===== src/rtl/sdram_arbiter.sv =====
// -----------------------------------------------------------------------------
// sdram_arbiter
//
// Shares the board SDRAM between three single-word clients and the periodic
// auto-refresh. Exactly one transaction is in flight at a time.
// Grant priority in IDLE: pending refresh, then client 0, then clients 1/2
// in round-robin order.
//
// Handshakes:
//   cN_req  is raised by the client and held until its one-cycle cN_done.
//   mem_req is raised by the arbiter and held, with all mem_* outputs stable,
//   until the sequencer returns a one-cycle mem_done.
//
// Ports:
//   m_clock, RESET_N     clock, asynchronous active-low reset
//   cN_req/we/addr/      client N request, write flag, word address,
//   wdata/be             write data, byte enables {upper, lower}
//   cN_done              one-cycle completion pulse to client N
//   rdata                last read word; valid while a read's cN_done is high
//   mem_req/refresh/we/  command to the SDRAM sequencer (refresh qualifies
//   addr/wdata/be        mem_req as an auto-refresh)
//   mem_done, mem_rdata  completion pulse and read data from the sequencer
//   refresh_miss         sticky: a refresh interval expired while the
//                        previous refresh was still waiting
// -----------------------------------------------------------------------------
module sdram_arbiter #(
    parameter int REFRESH_INTERVAL = 390,
    parameter int ADDR_W           = 24
) (
    input  logic              m_clock,
    input  logic              RESET_N,
    input  logic              c0_req,
    input  logic              c0_we,
    input  logic [ADDR_W-1:0] c0_addr,
    input  logic [15:0]       c0_wdata,
    input  logic [1:0]        c0_be,
    output logic              c0_done,
    input  logic              c1_req,
    input  logic              c1_we,
    input  logic [ADDR_W-1:0] c1_addr,
    input  logic [15:0]       c1_wdata,
    input  logic [1:0]        c1_be,
    output logic              c1_done,
    input  logic              c2_req,
    input  logic              c2_we,
    input  logic [ADDR_W-1:0] c2_addr,
    input  logic [15:0]       c2_wdata,
    input  logic [1:0]        c2_be,
    output logic              c2_done,
    output logic [15:0]       rdata,
    output logic              mem_req,
    output logic              mem_refresh,
    output logic              mem_we,
    output logic [ADDR_W-1:0] mem_addr,
    output logic [15:0]       mem_wdata,
    output logic [1:0]        mem_be,
    input  logic              mem_done,
    input  logic [15:0]       mem_rdata,
    output logic              refresh_miss
);

    localparam int TW = (REFRESH_INTERVAL > 1) ? $clog2(REFRESH_INTERVAL) : 1;

    typedef enum logic [1:0] {
        S_IDLE    = 2'd0,
        S_XFER    = 2'd1,
        S_REFRESH = 2'd2,
        S_DONE    = 2'd3
    } state_t;

    state_t            state_q, state_d;
    logic [TW-1:0]     timer_q, timer_d;
    logic              pend_q, pend_d;
    logic              miss_q, miss_d;
    logic [1:0]        rr_last_q, rr_last_d;
    logic [1:0]        gnt_q, gnt_d;
    logic              mem_req_q, mem_req_d;
    logic              mem_refresh_q, mem_refresh_d;
    logic              mem_we_q, mem_we_d;
    logic [ADDR_W-1:0] mem_addr_q, mem_addr_d;
    logic [15:0]       mem_wdata_q, mem_wdata_d;
    logic [1:0]        mem_be_q, mem_be_d;
    logic [15:0]       rdata_q, rdata_d;

    logic              wrap;
    logic              refresh_grant;
    logic              any_req;
    logic [1:0]        sel;
    logic              sel_we;
    logic [ADDR_W-1:0] sel_addr;
    logic [15:0]       sel_wdata;
    logic [1:0]        sel_be;

    assign wrap    = (timer_q == TW'(REFRESH_INTERVAL - 1));
    assign timer_d = wrap ? '0 : timer_q + TW'(1);
    assign any_req = c0_req | c1_req | c2_req;

    // Client selection; only meaningful when any_req is set. On a 1/2 tie the
    // client that was not granted last wins.
    always_comb begin
        sel = 2'd0;
        if (c0_req) begin
            sel = 2'd0;
        end else if (c1_req && c2_req) begin
            sel = (rr_last_q == 2'd1) ? 2'd2 : 2'd1;
        end else if (c1_req) begin
            sel = 2'd1;
        end else begin
            sel = 2'd2;
        end

        sel_we    = c0_we;
        sel_addr  = c0_addr;
        sel_wdata = c0_wdata;
        sel_be    = c0_be;
        case (sel)
            2'd1: begin
                sel_we    = c1_we;
                sel_addr  = c1_addr;
                sel_wdata = c1_wdata;
                sel_be    = c1_be;
            end
            2'd2: begin
                sel_we    = c2_we;
                sel_addr  = c2_addr;
                sel_wdata = c2_wdata;
                sel_be    = c2_be;
            end
            default: ;
        endcase
    end

    always_comb begin
        state_d       = state_q;
        gnt_d         = gnt_q;
        rr_last_d     = rr_last_q;
        mem_req_d     = mem_req_q;
        mem_refresh_d = mem_refresh_q;
        mem_we_d      = mem_we_q;
        mem_addr_d    = mem_addr_q;
        mem_wdata_d   = mem_wdata_q;
        mem_be_d      = mem_be_q;
        rdata_d       = rdata_q;
        refresh_grant = 1'b0;

        case (state_q)
            S_IDLE: begin
                if (pend_q) begin
                    refresh_grant = 1'b1;
                    mem_req_d     = 1'b1;
                    mem_refresh_d = 1'b1;
                    state_d       = S_REFRESH;
                end else if (any_req) begin
                    gnt_d       = sel;
                    if (sel != 2'd0) begin
                        rr_last_d = sel;
                    end
                    mem_req_d   = 1'b1;
                    mem_we_d    = sel_we;
                    mem_addr_d  = sel_addr;
                    mem_wdata_d = sel_wdata;
                    mem_be_d    = sel_be;
                    state_d     = S_XFER;
                end
            end
            S_XFER: begin
                if (mem_done) begin
                    mem_req_d = 1'b0;
                    if (!mem_we_q) begin
                        rdata_d = mem_rdata;
                    end
                    state_d = S_DONE;
                end
            end
            S_REFRESH: begin
                if (mem_done) begin
                    mem_req_d     = 1'b0;
                    mem_refresh_d = 1'b0;
                    state_d       = S_IDLE;
                end
            end
            S_DONE: begin
                state_d = S_IDLE;
            end
            default: begin
                state_d = S_IDLE;
            end
        endcase

        // A wrap in the grant cycle re-arms the request instead of being lost,
        // and is not a miss because the old request was just served.
        pend_d = wrap ? 1'b1 : (refresh_grant ? 1'b0 : pend_q);
        miss_d = miss_q | (wrap & pend_q & ~refresh_grant);
    end

    always_ff @(posedge m_clock or negedge RESET_N) begin
        if (!RESET_N) begin
            state_q       <= S_IDLE;
            timer_q       <= '0;
            pend_q        <= 1'b0;
            miss_q        <= 1'b0;
            rr_last_q     <= 2'd2;
            gnt_q         <= 2'd0;
            mem_req_q     <= 1'b0;
            mem_refresh_q <= 1'b0;
            mem_we_q      <= 1'b0;
            mem_addr_q    <= '0;
            mem_wdata_q   <= '0;
            mem_be_q      <= '0;
            rdata_q       <= '0;
        end else begin
            state_q       <= state_d;
            timer_q       <= timer_d;
            pend_q        <= pend_d;
            miss_q        <= miss_d;
            rr_last_q     <= rr_last_d;
            gnt_q         <= gnt_d;
            mem_req_q     <= mem_req_d;
            mem_refresh_q <= mem_refresh_d;
            mem_we_q      <= mem_we_d;
            mem_addr_q    <= mem_addr_d;
            mem_wdata_q   <= mem_wdata_d;
            mem_be_q      <= mem_be_d;
            rdata_q       <= rdata_d;
        end
    end

    assign c0_done      = (state_q == S_DONE) && (gnt_q == 2'd0);
    assign c1_done      = (state_q == S_DONE) && (gnt_q == 2'd1);
    assign c2_done      = (state_q == S_DONE) && (gnt_q == 2'd2);
    assign rdata        = rdata_q;
    assign mem_req      = mem_req_q;
    assign mem_refresh  = mem_refresh_q;
    assign mem_we       = mem_we_q;
    assign mem_addr     = mem_addr_q;
    assign mem_wdata    = mem_wdata_q;
    assign mem_be       = mem_be_q;
    assign refresh_miss = miss_q;

endmodule

===== config.mk =====
export PLATFORM = sky130hd
export DESIGN_NAME = sdram_arbiter
export DESIGN_NICKNAME = d
export VERILOG_FILES = /design/src/rtl/sdram_arbiter.sv
export SDC_FILE = /design/constraint.sdc
export NUM_CORES = 1
export LEC_CHECK = 0
export BUFFER_PORTS_ARGS = -buffer_cell sky130_fd_sc_hd__buf_2
export CAP_MARGIN = 20
export CORE_ASPECT_RATIO = 0.7
export CORE_MARGIN = 5
export CORE_UTILIZATION = 48
export DETAILED_ROUTE_END_ITERATION = 8
export HOLD_SLACK_MARGIN = 0.08
export PLACE_DENSITY_LB_ADDON = 0.15
export SLEW_MARGIN = 5
export SYNTH_ARGS = -nofsm -noshare
export SYNTH_HDL_FRONTEND = slang
export SYNTH_SLANG_ARGS = --single-unit

===== constraint.sdc =====
create_clock -name m_clock -period 3.7 [get_ports m_clock]
set_input_delay 0.37 -clock m_clock [delete_from_list [all_inputs] [get_ports m_clock]]
set_output_delay 0.37 -clock m_clock [all_outputs]
set_load 0.1 [all_outputs]

==> run_results.csv, run 1 <==
group,metric,value,unit
status,run_status,"complete, no violations",
yosys,syn_inst,416,
hold_path,min-delay-start,"mem_rdata[5]",
setup_path,cp_data_arrival_time,2.65,ns
yosys,yosys-top-cells-count,"dfrtp_1, nor2_1, nand2_1",
sta,finalHoldViolations,0,
finish,drive_gt1_share,41.55,%
place,gp_congestion,0.7987,
yosys,yosys-top-cells-area,"dfrtp_1, a22oi_1, o21ai_0",
place,dp_cells,705,
yosys,ys_seq_area_share,50.45,%
sta,min_period_over_period,64.93,%
clock_network,cts.sink_count,78,
clock_network,clkTransAtPathRegs,0.06,ns
yosys,synth_flop_cell,"dfrtp_1",
global_route,overflow,0,
floorplan,core-area,0.007871,sq mm
power,p_leak,2.671,nW
yosys,yosys_warnings,0,
yosys,synth.cell_area,0.003871,sq mm
yosys,ys_ff_latch,78,
floorplan,die_h,85.14,um
finish,diodes,0,
setup_path,cp.required,3.94,ns
clock_network,cts_buffers,9,
sta,slew_headroom,41.23,%
clock_network,clk_latency,0.33,ns
floorplan,num_rows,27,
setup_path,cp_common_cell,"nor2_1",
place,hpwlAfterDp,8407,um
setup_path,r2r_end,"mem_addr[8]",
global_route,grt_pass1_vias,3682,
floorplan,dieArea,0.009990,sq mm
place,io_buffers,215,
setup_path,path_cells,"nand3b_1 > nand2_1 > nor2_1 > ha_2 > a22oi_1 > nor2_1 > a21oi_1 > o21ai_0",
floorplan,num_io_pins,216,
finish,fin_util,67.37,%
hold_path,worstHoldPathCells,2,
global_route,antenna_found_initial,1,
sta,finalMaxSlewViolations,0,
finish,stdcell_area,0.005303,sq mm
yosys,ys_types,34,
sta,skew,0.005784,ns
setup_path,setup.worst_path.class,"register to register",
setup_path,path_delay_family,"adder cells",
sta,fin_ws,1.297,ns
place,pre_cts_slack,1.295,ns
yosys,synth_fp_nets,576,
setup_path,reg2reg_depth,8,
setup_path,cpMaxStageDelayCell,"ha_2",
routing,post_drt_wl_per_cell,15.22,um
floorplan,start_util,49.18,%
yosys,yosysMostFrequentCell,"dfrtp_1",
setup_path,cp_max_fo,43,
routing,routed_wl,10990,um
global_route,grt_pass1_wl,17540,um
sta,min_period,2.403,ns
run,maxCapViolations,0,
hold_path,hold_path_class,"input port to register",
setup_path,r2r-start,"rr_last_q[1]",
power,p_total,5.685,mW
yosys,yosysTopAreaCell,"dfrtp_1",
routing,vias,3748,
yosys,ys_async_sr_fraction,100.0,%
routing,routed_via_density,5.191,
yosys,syn_area_per_cell,9.306,sq um
hold_path,whs_endpoint,"rdata[5]",
sta,finalSetupViolCount,0,
power,max-vdd-ir-drop,683.6,uV
yosys,synth_top_area_share,49.77,%
sta,hold_ws,0.2663,ns
sta,tightest_slew,0.8816,ns
routing,ant_nets,0,
clock_network,cts_resized,0,
setup_path,max_stage_delay,0.81,ns
finish,syn2layout_area_growth,36.97,%
power,p_per_area,1072,mW/mm^2
floorplan,fp.dieW,117.3,um
routing,firstDrtPassIters,4,
yosys,synth_edf_count,0,
setup_path,r2r_setup_slack,1.30,ns
place,dpl-instance-area,0.004996,sq mm
routing,drc,0,
clock_network,cts_buffer_depth,2,
clock_network,tritoncts,"built",
sta,rsz0062_at_grt,"false",
clock_network,cts_root_buf,"clkbuf_16",
global_route,grt_max_degree,79,
setup_path,worst-path-buf-inv,0,
setup_path,cp-end-kind,"register",
sta,setup_tns,0,ns
finish,nNetsFinal,777,
setup_path,worst_setup_path_start_kind,"register",
finish,final_cells,722,
clock_network,htreeDepth,3,
global_route,grt_usage,21.67,%
routing,drtIter0Drc,137,
sta,max_freq,416.2,MHz
==> logic make-up (layout without fill, tap and decap cells) <==
logic type               after synthesis  in the layout  synth area share, %
flip-flops                            78             78                50.45
buffers and inverters                 38            243                3.975
AND/OR/NAND/NOR                      120            120                13.35
XOR/XNOR                               5              5                1.131
adder cells (fa/ha/maj)                9              9                2.909
AO/OA/AOI/OAI                        145            145                22.20
multiplexers                          21             21                5.979
==> power by group <==
| group | switching, mW | leakage, nW | total (mW) | internal [mW] |
|---|---|---|---|---|
| Sequential | 0.164 | 0.970 | 1.36 | 1.19 |
| Clock | 0.318 | 0.133 | 0.805 | 0.487 |
| Combinational | 2.93 | 1.57 | 3.52 | 0.595 |
| Total | 3.41 | 2.67 | 5.68 | 2.27 |
==> cells in the final DEF (no fill, tap or decap), types with 3 or more instances in the layout <==
| cell type | instances |
|---|---|
| a21oi_1 | 46 |
| dfrtp_1 | 77 |
| mux2_2 | 17 |
| nor2_1 | 51 |
| buf_2 | 214 |
| ha_1 | 8 |
| nand3b_1 | 3 |
| mux2i_1 | 4 |
| clkbuf_1 | 3 |
| nand3_1 | 3 |
| o21ai_0 | 49 |
| clkbuf_16 | 9 |
| nand2_1 | 50 |
| buf_4 | 4 |
| xnor2_1 | 3 |
| inv_1 | 7 |
| a22oi_1 | 43 |
==> worst reg2reg max path, stage by stage (launching register included) <==
cell and delay [ns]:
dfstp_2 0.52, nand3b_1 0.09, nand2_1 0.08, nor2_1 0.18
ha_2 0.81, a22oi_1 0.25, nor2_1 0.14, a21oi_1 0.05
o21ai_0 0.19
==> timing repair <==
item | 4_1_cts | 5_1_grt
setup buffers | 0 | 0
endpoints found under the hold margin | 0 | 7
hold buffers | 0 | 1
==> routing by layer <==
| metal | part of all wire, % | GRT usage (%) | up-vias |
|---|---|---|---|
| li1 | - | - | 1862 |
| met1 | 41 | 25.76 | 1727 |
| met2 | 48 | 36.29 | 138 |
| met3 | 8.7 | 8.594 | 19 |
| met4 | 1.5 | 6.955 | 2 |
| met5 | 0.10 | 0 | - |
==> worst max-delay path by stage <==
stage / endpoint / cells after the start / slack (ns) / start
final: mem_addr[8] / 8 / 1.30 / rr_last_q[1]
after detailed placement: mem_addr[8] / 8 / 1.30 / rr_last_q[1]
after CTS: mem_addr[8] / 8 / 1.29 / rr_last_q[1]
after global routing: mem_addr[8] / 8 / 1.12 / rr_last_q[1]
after global placement: mem_addr[5] / 9 / 1.43 / c2_req
after floorplan: c0_done / 2 / 0.62 / state_q[0]
==> flip-flops by register name, indices dropped and copies added (netlist names) <==
register,count
mem_refresh,1
state_q,2
gnt_q,2
mem_addr,24
rdata,16
pend_q,1
refresh_miss,1
mem_req,1
mem_wdata,16
timer_q,9
mem_be,2
mem_we,1
rr_last_q,2
==> final cells by class <==
type / count / area [sq um]
well taps: 101 / 126.4
clock inverters: 1 / 5.005
clock buffers: 14 / 264.0
multi-input cells: 300 / 1769
repair buffers: 221 / 1159
inverters: 7 / 26.28
flip-flops and latches: 78 / 1953
fillers: 668 / 2569
Power figures use the tool's default switching activity.
==> run 2: changes to the inputs <==
Settings changed: CORE_UTILIZATION 48 to 40.
Clock period 3.7 ns to 2.1 ns, I/O delays scaled along.
==> run_results.csv, run 2 (same netlist as run 1, synthesis figures left out) <==
group,metric,value,unit
status,run_status,"complete, no violations",
place,hpwlAfterDp,8454,um
clock_network,clk_latency,0.33,ns
floorplan,num_io_pins,216,
power,swShare,58.87,%
place,dpl-instance-area,0.005155,sq mm
setup_path,cp_data_arrival_time,2.14,ns
setup_path,path_cells,"nand3b_1 > nand2_1 > nor2_1 > inv_1 > ha_4 > buf_12 > a22oi_1 > nor2_1 > a21oi_1 > o21ai_0",
sta,finalSetupViolCount,0,
place,io_buffers,215,
sta,min_period,1.939,ns
routing,vias,3768,
setup_path,r2r_setup_slack,0.16,ns
setup_path,cp_common_cell,"nor2_1",
finish,diodes,0,
run,maxCapViolations,0,
clock_network,tritoncts,"built",
clock_network,cts_root_buf,"clkbuf_16",
hold_path,min-delay-start,"mem_rdata[15]",
setup_path,cpMaxStageDelayCell,"dfstp_2",
power,p_comb_share,61.3,%
sta,finalMaxSlewViolations,0,
global_route,overflow,0,
setup_path,worst-path-buf-inv,2,
finish,final_common_cell,"buf_2",
finish,layout_common_cells,"buf_2, dfrtp_1, nor2_1",
routing,firstDrtPassIters,5,
clock_network,htreeDepth,3,
floorplan,num_rows,30,
global_route,grt_max_degree,76,
floorplan,core-area,0.009572,sq mm
floorplan,fp.dieW,127.6,um
sta,skew,0.004226,ns
sta,slew_headroom,66.60,%
sta,min_period_over_period,92.35,%
routing,routed_wl,10880,um
setup_path,setup.worst_path.class,"register to register",
power,power_switching,6.035,mW
finish,fill_cells,881,
routing,drc,0,
setup_path,cp-end-kind,"register",
global_route,grt_pass1_wl,18180,um
clock_network,cts_buffer_depth,2,
routing,drtIter0Drc,128,
hold_path,worstHoldPathCells,2,
clock_network,cts.sink_count,78,
clock_network,cts_buffers,9,
global_route,antenna_found_initial,0,
setup_path,reg2reg_depth,10,
routing,routed_via_density,4.978,
finish,nNetsFinal,785,
power,max-vdd-ir-drop,891.3,uV
setup_path,worst_setup_path_start_kind,"register",
setup_path,max_stage_delay,0.52,ns
finish,multi_input_area,0.001792,sq mm
power,p_total,10.25,mW
setup_path,r2r_end,"mem_addr[7]",
finish,fin_util,57.35,%
power,p_leak,2.741,nW
hold_path,hold_path_class,"input port to register",
place,gp_congestion,0.8525,
sta,rsz0062_at_grt,"false",
sta,tightest_slew,0.5044,ns
setup_path,cp_max_fo,12,
finish,stdcell_area,0.005489,sq mm
finish,largest_reg_flops,24,
finish,syn2layout_area_growth,41.79,%
setup_path,path_delay_family,"flip-flops",
floorplan,die_h,92.31,um
sta,setup_tns,0,ns
power,pwr-share-seq,23.4,%
power,p_per_area,1868,mW/mm^2
routing,post_drt_wl_per_cell,14.37,um
hold_path,whs_endpoint,"rdata[15]",
setup_path,r2r-start,"rr_last_q[1]",
floorplan,dieArea,0.01178,sq mm
setup_path,crit_cells,10,
sta,finalHoldViolations,0,
setup_path,cp.required,2.30,ns
clock_network,clkTransAtPathRegs,0.06,ns
sta,hold_ws,0.1121,ns
global_route,grt_usage,19.04,%
routing,ant_nets,0,
power,p_clk_share,15.3,%
sta,max_freq,515.6,MHz
global_route,grt_pass1_vias,3885,
power,p_int,4.216,mW
floorplan,start_util,40.44,%
finish,regArea,0.001953,sq mm
finish,drive_gt1_share,43.24,%
-- run 2: layer usage --
layer  vias to the layer above  global-route usage, %  wire (um)
met1                      1723                  24.68       4764
met5                         -                      0          0
met4                         0                  5.654        151
met2                       146                  30.17       4962
met3                        16                  6.744        997
li1                       1883                      -          -
-- run 2: how the worst max path moves through the flow --
stage / slack, ns / endpoint / start
global route: 0.005 / mem_wdata[4] / rr_last_q[1]
floorplan: 0.14 / rdata[0] / mem_we
global placement: 0.16 / mem_addr[9] / rr_last_q[1]
finish: 0.16 / mem_addr[7] / rr_last_q[1]
detailed placement: 0.06 / mem_addr[9] / rr_last_q[1]
CTS: 0.05 / mem_addr[9] / rr_last_q[1]
-- run 2: cell type report --
class / count / share of cell area, %
Timing Repair Buffer: 229 / 22.75
Tap cell: 128 / 2.918
Multi-Input combinational cell: 300 / 32.64
Clock inverter: 3 / 0.7750
Inverter: 7 / 0.4787
Sequential cell: 78 / 35.58
Clock buffer: 12 / 4.855
-- run 2: stage by stage --
| stage | setup WS, ns | cells |
|---|---|---|
| CTS | 0.05190 | 757 |
| global route | 0.005211 | 757 |
| detailed placement | 0.05542 | 741 |
| global placement | 0.1596 | 741 |
| finish | 0.1606 | 757 |
| floorplan | 0.1357 | 416 |
-- run 2: repair_timing --
item | in CTS | in global routing
hold buffers | 1 | 0
setup endpoints to repair | 0 | 6
endpoints found under the hold margin | 34 | 0
buffers inserted | 0 | 0
resized for setup | 0 | 3
-- run 2: power groups by stage --
stage	combinational, mW	sequential, mW	clock (mW)
after floorplan	1.29	6.25	0
after global placement	6.27	2.39	0
after detailed placement	6.33	2.41	0
after CTS	6.33	2.40	1.63
after global routing	6.59	2.48	1.69
final	6.28	2.40	1.57
